===== src/rtl/pulse_qualify.sv =====
// Synchronizes a level input and qualifies it: a run must persist LEN clocks to be
// accepted and LEN inactive clocks to be released; short active runs are flagged.
module pulse_qualify #(
    parameter string PHASE       = "POSITIVE",
    parameter int    LEN         = 4,
    parameter int    SYNC_STAGES = 2
) (
    input  logic clk,
    input  logic rst_n,
    input  logic d,
    output logic q,
    output logic fall,
    output logic glitch,
    output logic level
);
    localparam logic ACT = (PHASE == "NEGATIVE") ? 1'b0 : 1'b1;
    localparam int CW = $clog2(LEN + 1);
    localparam logic [CW-1:0] LAST = CW'(LEN - 1);

    typedef enum logic [1:0] {IDLE, QUAL, HELD, REL} state_t;

    logic ds;

    generate
        if (SYNC_STAGES == 0) begin : g_nosync
            assign ds = d;
        end else begin : g_sync
            logic [SYNC_STAGES-1:0] sync;
            always_ff @(posedge clk or negedge rst_n) begin
                if (!rst_n) begin
                    sync <= {SYNC_STAGES{~ACT}};
                end else begin
                    sync[0] <= d;
                    for (int i = 1; i < SYNC_STAGES; i++) sync[i] <= sync[i-1];
                end
            end
            assign ds = sync[SYNC_STAGES-1];
        end
    endgenerate

    state_t        state, state_nxt;
    logic [CW-1:0] cnt, cnt_nxt;
    logic          act, hit_last;
    logic          q_nxt, fall_nxt, glitch_nxt, level_nxt;

    assign act      = (ds == ACT);
    assign hit_last = (cnt == LAST);

    always_ff @(posedge clk or negedge rst_n) begin
        if (!rst_n) begin
            state  <= IDLE;
            cnt    <= '0;
            q      <= 1'b0;
            fall   <= 1'b0;
            glitch <= 1'b0;
            level  <= ~ACT;
        end else begin
            state  <= state_nxt;
            cnt    <= cnt_nxt;
            q      <= q_nxt;
            fall   <= fall_nxt;
            glitch <= glitch_nxt;
            level  <= level_nxt;
        end
    end

    // cnt counts the samples already seen in the current candidate run, so the
    // sample that matches LAST is the LEN-th one and completes the run.
    always_comb begin
        state_nxt = state;
        cnt_nxt   = cnt;
        case (state)
            IDLE: if (act) begin
                if (LEN == 1) begin
                    state_nxt = HELD;
                end else begin
                    state_nxt = QUAL;
                    cnt_nxt   = CW'(1);
                end
            end
            QUAL: begin
                if (!act) begin
                    state_nxt = IDLE;
                    cnt_nxt   = '0;
                end else if (hit_last) begin
                    state_nxt = HELD;
                    cnt_nxt   = '0;
                end else begin
                    cnt_nxt = cnt + CW'(1);
                end
            end
            HELD: if (!act) begin
                if (LEN == 1) begin
                    state_nxt = IDLE;
                end else begin
                    state_nxt = REL;
                    cnt_nxt   = CW'(1);
                end
            end
            REL: begin
                if (act) begin
                    state_nxt = HELD;
                    cnt_nxt   = '0;
                end else if (hit_last) begin
                    state_nxt = IDLE;
                    cnt_nxt   = '0;
                end else begin
                    cnt_nxt = cnt + CW'(1);
                end
            end
            default: begin
                state_nxt = IDLE;
                cnt_nxt   = '0;
            end
        endcase
    end

    // Strobes are derived from the transition being taken, then registered.
    always_comb begin
        q_nxt      = (state == IDLE || state == QUAL) && (state_nxt == HELD);
        fall_nxt   = (state == HELD || state == REL) && (state_nxt == IDLE);
        glitch_nxt = (state == QUAL) && (state_nxt == IDLE);
        level_nxt  = (state_nxt == HELD || state_nxt == REL) ? ACT : ~ACT;
    end
endmodule


===== config.mk =====
export PLATFORM = sky130hd
export DESIGN_NAME = pulse_qualify
export DESIGN_NICKNAME = d
export VERILOG_FILES = /design/src/rtl/pulse_qualify.sv
export SDC_FILE = /design/constraint.sdc
export NUM_CORES = 1
export LEC_CHECK = 0
export ABC_AREA = 0
export BUFFER_PORTS_ARGS = -buffer_cell sky130_fd_sc_hd__buf_4
export CELL_PAD_IN_SITES_DETAIL_PLACEMENT = 0
export CELL_PAD_IN_SITES_GLOBAL_PLACEMENT = 2
export CORE_AREA = 2 2 39 41
export DETAILED_ROUTE_END_ITERATION = 10
export DIE_AREA = 0 0 41 43
export GPL_ROUTABILITY_DRIVEN = 0
export PLACE_DENSITY = 0.65
export SLEW_MARGIN = 10
export SYNTH_ARGS = -nofsm -noshare
export SYNTH_HDL_FRONTEND = slang
export SYNTH_SLANG_ARGS = --single-unit
export TNS_END_PERCENT = 5

===== constraint.sdc =====
create_clock -name clk -period 1.7 [get_ports clk]
set_input_delay 0.17 -clock clk [delete_from_list [all_inputs] [get_ports clk]]
set_output_delay 0.17 -clock clk [all_outputs]
set_load 0.02 [all_outputs]

==> results of run 1 <==
[worst max-delay path, stage by stage, from the launching register on]
cell and delay (ns):
dfrtp_1 0.39, ha_1 0.21, nor2b_1 0.15, nand2_1 0.14, mux2_2 0.35
[cells in the mapped netlist]
library cell	n
dfrtp_1	10
nor3b_1	3
o21a_1	2
o21ai_0	2
and2_2	1
and3b_1	1
ha_1	1
mux2_2	1
nand2_1	1
nand2b_1	1
nand4b_1	1
nor2_1	1
nor2b_1	1
xor2_2	1
[cell type report]
cell class | instances | area [um^2] | area share (%)
flip-flops and latches | 10 | 250.2 | 50.63
multi-input cells | 17 | 132.6 | 26.84
repair buffers | 7 | 55.05 | 11.14
clock buffers | 4 | 36.28 | 7.342
well taps | 16 | 20.02 | 4.051
[layer usage]
| metal | vias up | part of all wire, % | track usage (%) |
|---|---|---|---|
| li1 | 114 | - | - |
| met1 | 120 | 37 | 10.03 |
| met2 | 5 | 56 | 17.19 |
| met3 | 0 | 6.4 | 3.141 |
| met4 | 0 | 0 | 4.000 |
| met5 | - | 0 | 0 |
[power by group through the flow]
stage	registers (mW)	clock network [mW]	logic [mW]
after floorplan	0.372	0	0.125
after CTS	0.360	0.212	0.221
after global routing	0.367	0.221	0.242
after detailed placement	0.364	0	0.218
after global placement	0.359	0	0.213
final	0.356	0.205	0.214
[stage by stage]
stage          util (%)  area (um^2)  worst slack [ns]  total power [mW]
2_1_floorplan         -        382.9            0.4497            0.4975
3_3_place_gp      32.37        447.9            0.3838            0.5711
3_5_place_dp      32.37        447.9            0.3541            0.5815
4_1_cts           35.71        494.2            0.3401            0.7931
5_1_grt           35.71        494.2            0.2707            0.8310
6_report          35.71        494.2            0.3498            0.7752
[registers in the layout (all words and copies together), names as in the netlist]
register     flops
state            1
cnt              3
q                1
g_sync.sync      2
level            1
fall             1
glitch           1
[final timing paths]
kind / to / cells past startpoint / slack [ns]
setup reg to reg: level / 4 / 0.35
min in group asynchronous: state[0] / 2 / 0.27
hold / removal: g_sync.sync[0] / 1 / 0.02
setup / recovery: level / 4 / 0.35
hold reg to reg: g_sync.sync[1] / 0 / 0.36
max in group asynchronous: glitch / 2 / 1.29
[cell families (layout without fill, tap and decap cells)]
group	Yosys count	after routing	share of synthesized area, %
compound gates	4	4	6.535
xor+xnor	1	1	4.250
fa+ha+maj	1	1	3.267
buf+inv	0	11	0
flops	10	10	65.36
mux	1	1	2.941
simple gates	10	10	17.65
[what timing repair did]
item	CTS	global route
hold buffers	1	0
setup buffers	0	0
endpoints found under the hold margin	10	0
resized for setup	0	0
setup endpoints to repair	0	0
==> metrics, run 1 <==
clk buf depth 2; grt total ovfl 0; top cell type's share of synthesized area 65.36%; Final setup viols 0; number of core rows 14; First-pass DRT Iterations 2; Clock Sinks 10; port bufs 6; min cycle time layout 1.350 ns; Finished Layout Cells 54; DIE AREA 0.001763 mm^2; CTS Root Cell clkbuf_4; # IOs 7; Fmax 0.7406 GHz; largest net degree at the start of global routing 11; worst hold margin 0.02068 ns; DR vias 239; die height 43 um; most frequent cells in the layout 10 x dfrtp_1, 6 x buf_4, 3 x nor3b_1, 3 x clkbuf_4; Worst-Margin Slew 0.2493 ns; worst flop-to-flop path startpoint cnt[0]; cell area after synthesis 382.9 um^2; Initial Utilization 27.67%; share of cells above drive strength 1 34.21%; total core area 0.001384 mm^2; Final Net Count 43; CTS tree built; Inst Count DP 49; GRT Resource Usage Total 9.856%; Pint 537.6 uW; ANT nets after route 0; latest clock arrival within the worst-skew pair 0.26 ns; DR iter-0 viols 1; most common cell after layout, fill and taps aside dfrtp_1; crit path from cnt[0]; synth unique cells 14; Max Clock Skew 0.003814 ns; register area share after synthesis 65.36%; CP endpoint kind register; Slew Limit Fails 0; first-pass GRT wire length 1193 um; ANT cells 0; status complete, no violations; area leader, netlist dfrtp_1; DRC 0; Hold Vio Cnt, Final 0; hold crit path type input pin to register; #FFs+latches synth 10; Worst Setup Path Type register to register; Leak 0.2296 nW; Max-Cap Viols 0; period utilization 79.43%; Post-Syn Nets 31; setup TNS 0 ns; CP required 1.84 ns; Die X 41 um; PwrDens 1569 mW/mm^2; filler cell count 141; Sw Share 30.65%; hold_sp d; vias in the first global route 286; antenna violations before repair 0; Clk network pwr share 26.5%; crit path max fanout 4; Syn Inst Count 27; RSZ-0062 raised after global routing false; Slew HR 83.37%; largest cells by area after synthesis dfrtp_1 65%, nor3b_1 5.9%, xor2_2 4.2%, o21a_1 3.9%, ha_1 3.3%; Area growth, synth to finish 29.09%; Clock H-tree levels 1; drt wl/cell 11.85 um; Psw 237.6 uW; Logic pwr share 27.6%; via/cell ratio 4.426; Clock Pin Slew Worst Setup and Hold Paths 0.07 ns; CP startpoint kind register; Ys Warns 0; DRT Wirelength 640 um; cts bufs inserted 3; Flop pwr share 45.9%; Avg Inst Size Synth 14.18 um^2; Critical Path AT 1.49 ns; worst IR drop on VDD 0.6174 mV
(Power assumes the default switching activity.)
==> run 2: changes to the inputs <==
- ABC_AREA: 0 -> 1
- CORE_AREA: 2 2 39 41 -> default
- CORE_MARGIN: default -> 2
- CORE_UTILIZATION: default -> 30
- DIE_AREA: 0 0 41 43 -> default
- PLACE_DENSITY: 0.65 -> 0.73
- clock period: 1.7 -> 1.3 ns (I/O delays scaled with it)
==> metrics, run 2 <==
status complete, no violations; synth unique cells 13 (-1); cell area after synthesis 416.7 um^2 (+8.8%); Slew HR 84.90% (+1.5 points); Worst-Margin Slew 0.2245 ns (-0.02482 ns); max FFs per register 3 (unchanged); Die X 41.27 um (+0.65%); Max-Cap Viols 0 (unchanged); worst IR drop on VDD 0.7361 mV (+19%); top cell type's share of synthesized area 60.06% (-5.3 points); latest clock arrival within the worst-skew pair 0.26 ns (about the same); setup TNS 0 ns (unchanged); share of cells above drive strength 1 32.14% (-2.1 points); Syn Inst Count 44 (+63%); largest cells by area after synthesis dfrtp_1 60%, nand2_1 9.0%, nand3_1 4.8%, nor2_1 4.5%, ha_1 3.0%; adder-cell share of the synthesized area 3.003% (-0.26 points); crit path max fanout 4 (unchanged); ANT cells 0 (unchanged); antenna violations before repair 0 (unchanged); total core area 0.001301 mm^2 (-6.0%); r2r setup slk 0.24 ns (-0.11 ns); GRT Resource Usage Total 12.88% (+3.0 points); Ys Warns 0 (unchanged); Hold Vio Cnt, Final 0 (unchanged); First-pass DRT Iterations 2 (unchanged); filler cell count 141 (unchanged); DIE AREA 0.001703 mm^2 (-3.4%); Post-Syn Nets 48 (+55%); drt wl/cell 11.39 um (-3.9%); clk buf depth 2 (unchanged); #FFs+latches synth 10 (unchanged); Slew Limit Fails 0 (unchanged); Clock H-tree levels 1 (unchanged); first-pass GRT wire length 1304 um (+9.3%); # IOs 7 (unchanged); register area share after synthesis 60.06% (-5.3 points); Initial Utilization 32.02% (+4.4 points); Area growth, synth to finish 28.83%; DR vias 315 (+32%); DRC 0 (unchanged); dominant synthesized flop cell dfrtp_1; number of synthesized flops with an enable pin 0 (unchanged); mux contribution to synthesized area 0% (-2.9 points); Simple-Gate Fraction of Synth Area 30.33% (+13 points); cts bufs inserted 3 (unchanged); Fmax 0.9436 GHz (+27%); CP required 1.45 ns (-0.39 ns); Clock Sinks 10 (unchanged); area leader, netlist dfrtp_1; hold crit path type input pin to async pin; Largest regs cnt: 3 flops, g_sync.sync: 2 flops; via/cell ratio 4.437 (+0.24%); RSZ-0062 raised after global routing false; number of core rows 13 (-1); Final Net Count 61 (+42%); final core occ 41.25% (+5.5 points); vias in the first global route 306 (+7.0%); Worst Reg-to-Reg Cells 5 (+1); CP endpoint kind register; grt total ovfl 0 (unchanged); largest reg by FF count cnt; worst hold margin 0.2217 ns (+0.2010 ns); DRT Wirelength 809 um (+26%); largest net degree at the start of global routing 11 (unchanged); CP startpoint kind register; min cycle time layout 1.060 ns (-0.2905 ns); DR iter-0 viols 11 (+10); period utilization 81.52% (+2.1 points); Worst Setup Path Type register to register; Final setup viols 0 (unchanged); most frequent cells in the layout 10 x nand2_1, 10 x dfrtp_1, 6 x buf_4, 5 x nor2_1, 4 x nand3_1; CTS Root Cell clkbuf_4; most instantiated cells after synthesis 10 x dfrtp_1, 10 x nand2_1, 5 x nor2_1; die height 41.27 um (-4.0%); ANT nets after route 0 (unchanged); PwrDens 1988 mW/mm^2 (+27%); Clock Pin Slew Worst Setup and Hold Paths 0.07 ns (about the same); Avg Inst Size Synth 9.469 um^2 (-33%); Synth Area in XOR/XNOR 0% (-4.2 points); CTS resizes 0 (unchanged); Leak 0.2803 nW (+22%); Max Clock Skew 0.002322 ns (-0.001492 ns); CTS tree built; hpwl dp 598.2 um; port bufs 6 (unchanged); Post-synth ARST share 100.0% (unchanged); Pwr Total 1.067 mW (+38%); largest family of logic cells by synthesized area simple AND/OR/NAND/NOR gates; Critical Path AT 1.21 ns (-0.28 ns); Compound-Gate Fraction of Synth Area 1.201% (-5.3 points)
[run 2: worst paths after layout]
path / startpoint / end
max: cnt[0] / level
min: rst_n / glitch
max reg2reg: cnt[0] / level
min reg2reg: g_sync.sync[0] / g_sync.sync[1]
max in group asynchronous: rst_n / g_sync.sync[1]
min in group clk: g_sync.sync[0] / g_sync.sync[1]
[run 2: repair_timing]
| action | in CTS | in global routing |
|---|---|---|
| hold buffers | 2 | 0 |
| setup endpoints to repair | 0 | 0 |
| hold endpoints to repair | 11 | 0 |
| buffers inserted | 0 | 0 |
[run 2: layer usage]
layer  wire length [um]  vias to the layer above  share of wire [%]  GRT usage (%)
met1                362                      141                 45          15.82
met2                395                        9                 49          19.14
met3                 43                        2                5.3          3.261
met5                  0                        -                  0              0
li1                   -                      163                  -              -
met4                  9                        0                1.1          9.677
[run 2: power by group]
| group | leakage (nW) | internal, mW | switching (mW) | total [mW] |
|---|---|---|---|---|
| logic | 0.132 | 0.130 | 0.211 | 0.341 |
| clock network | 0.0210 | 0.170 | 0.111 | 0.281 |
| registers | 0.127 | 0.381 | 0.0642 | 0.445 |
[run 2: worst max-delay path: stages, from the launching register on]
cell and delay, ns:
dfrtp_1 0.39, ha_1 0.25, nand2_4 0.11, nor2_2 0.05, nand2_1 0.07, o21ai_0 0.08
[run 2: final cells by class]
cell class	instances	area, um^2	share of cell area, %
well taps	15	18.77	3.497
inverters	6	22.52	4.196
repair buffers	8	65.06	12.12
clock buffers	4	36.28	6.760
multi-input cells	28	143.9	26.81
flip-flops and latches	10	250.2	46.62
[run 2: metrics by stage]
stage                     setup slack, ns  cell area [um^2]  cells
after floorplan                    0.3357             416.7     44
after global placement             0.2884             480.5     65
after detailed placement           0.2399             480.5     65
after CTS                          0.2257             536.8     71
after global routing               0.1684             536.8     71
final                              0.2403             536.8     71
[run 2: kinds of logic after synthesis]
group	after synthesis
fa+ha+maj	1
flops	10
compound gates	1
buf+inv	6
simple gates	26
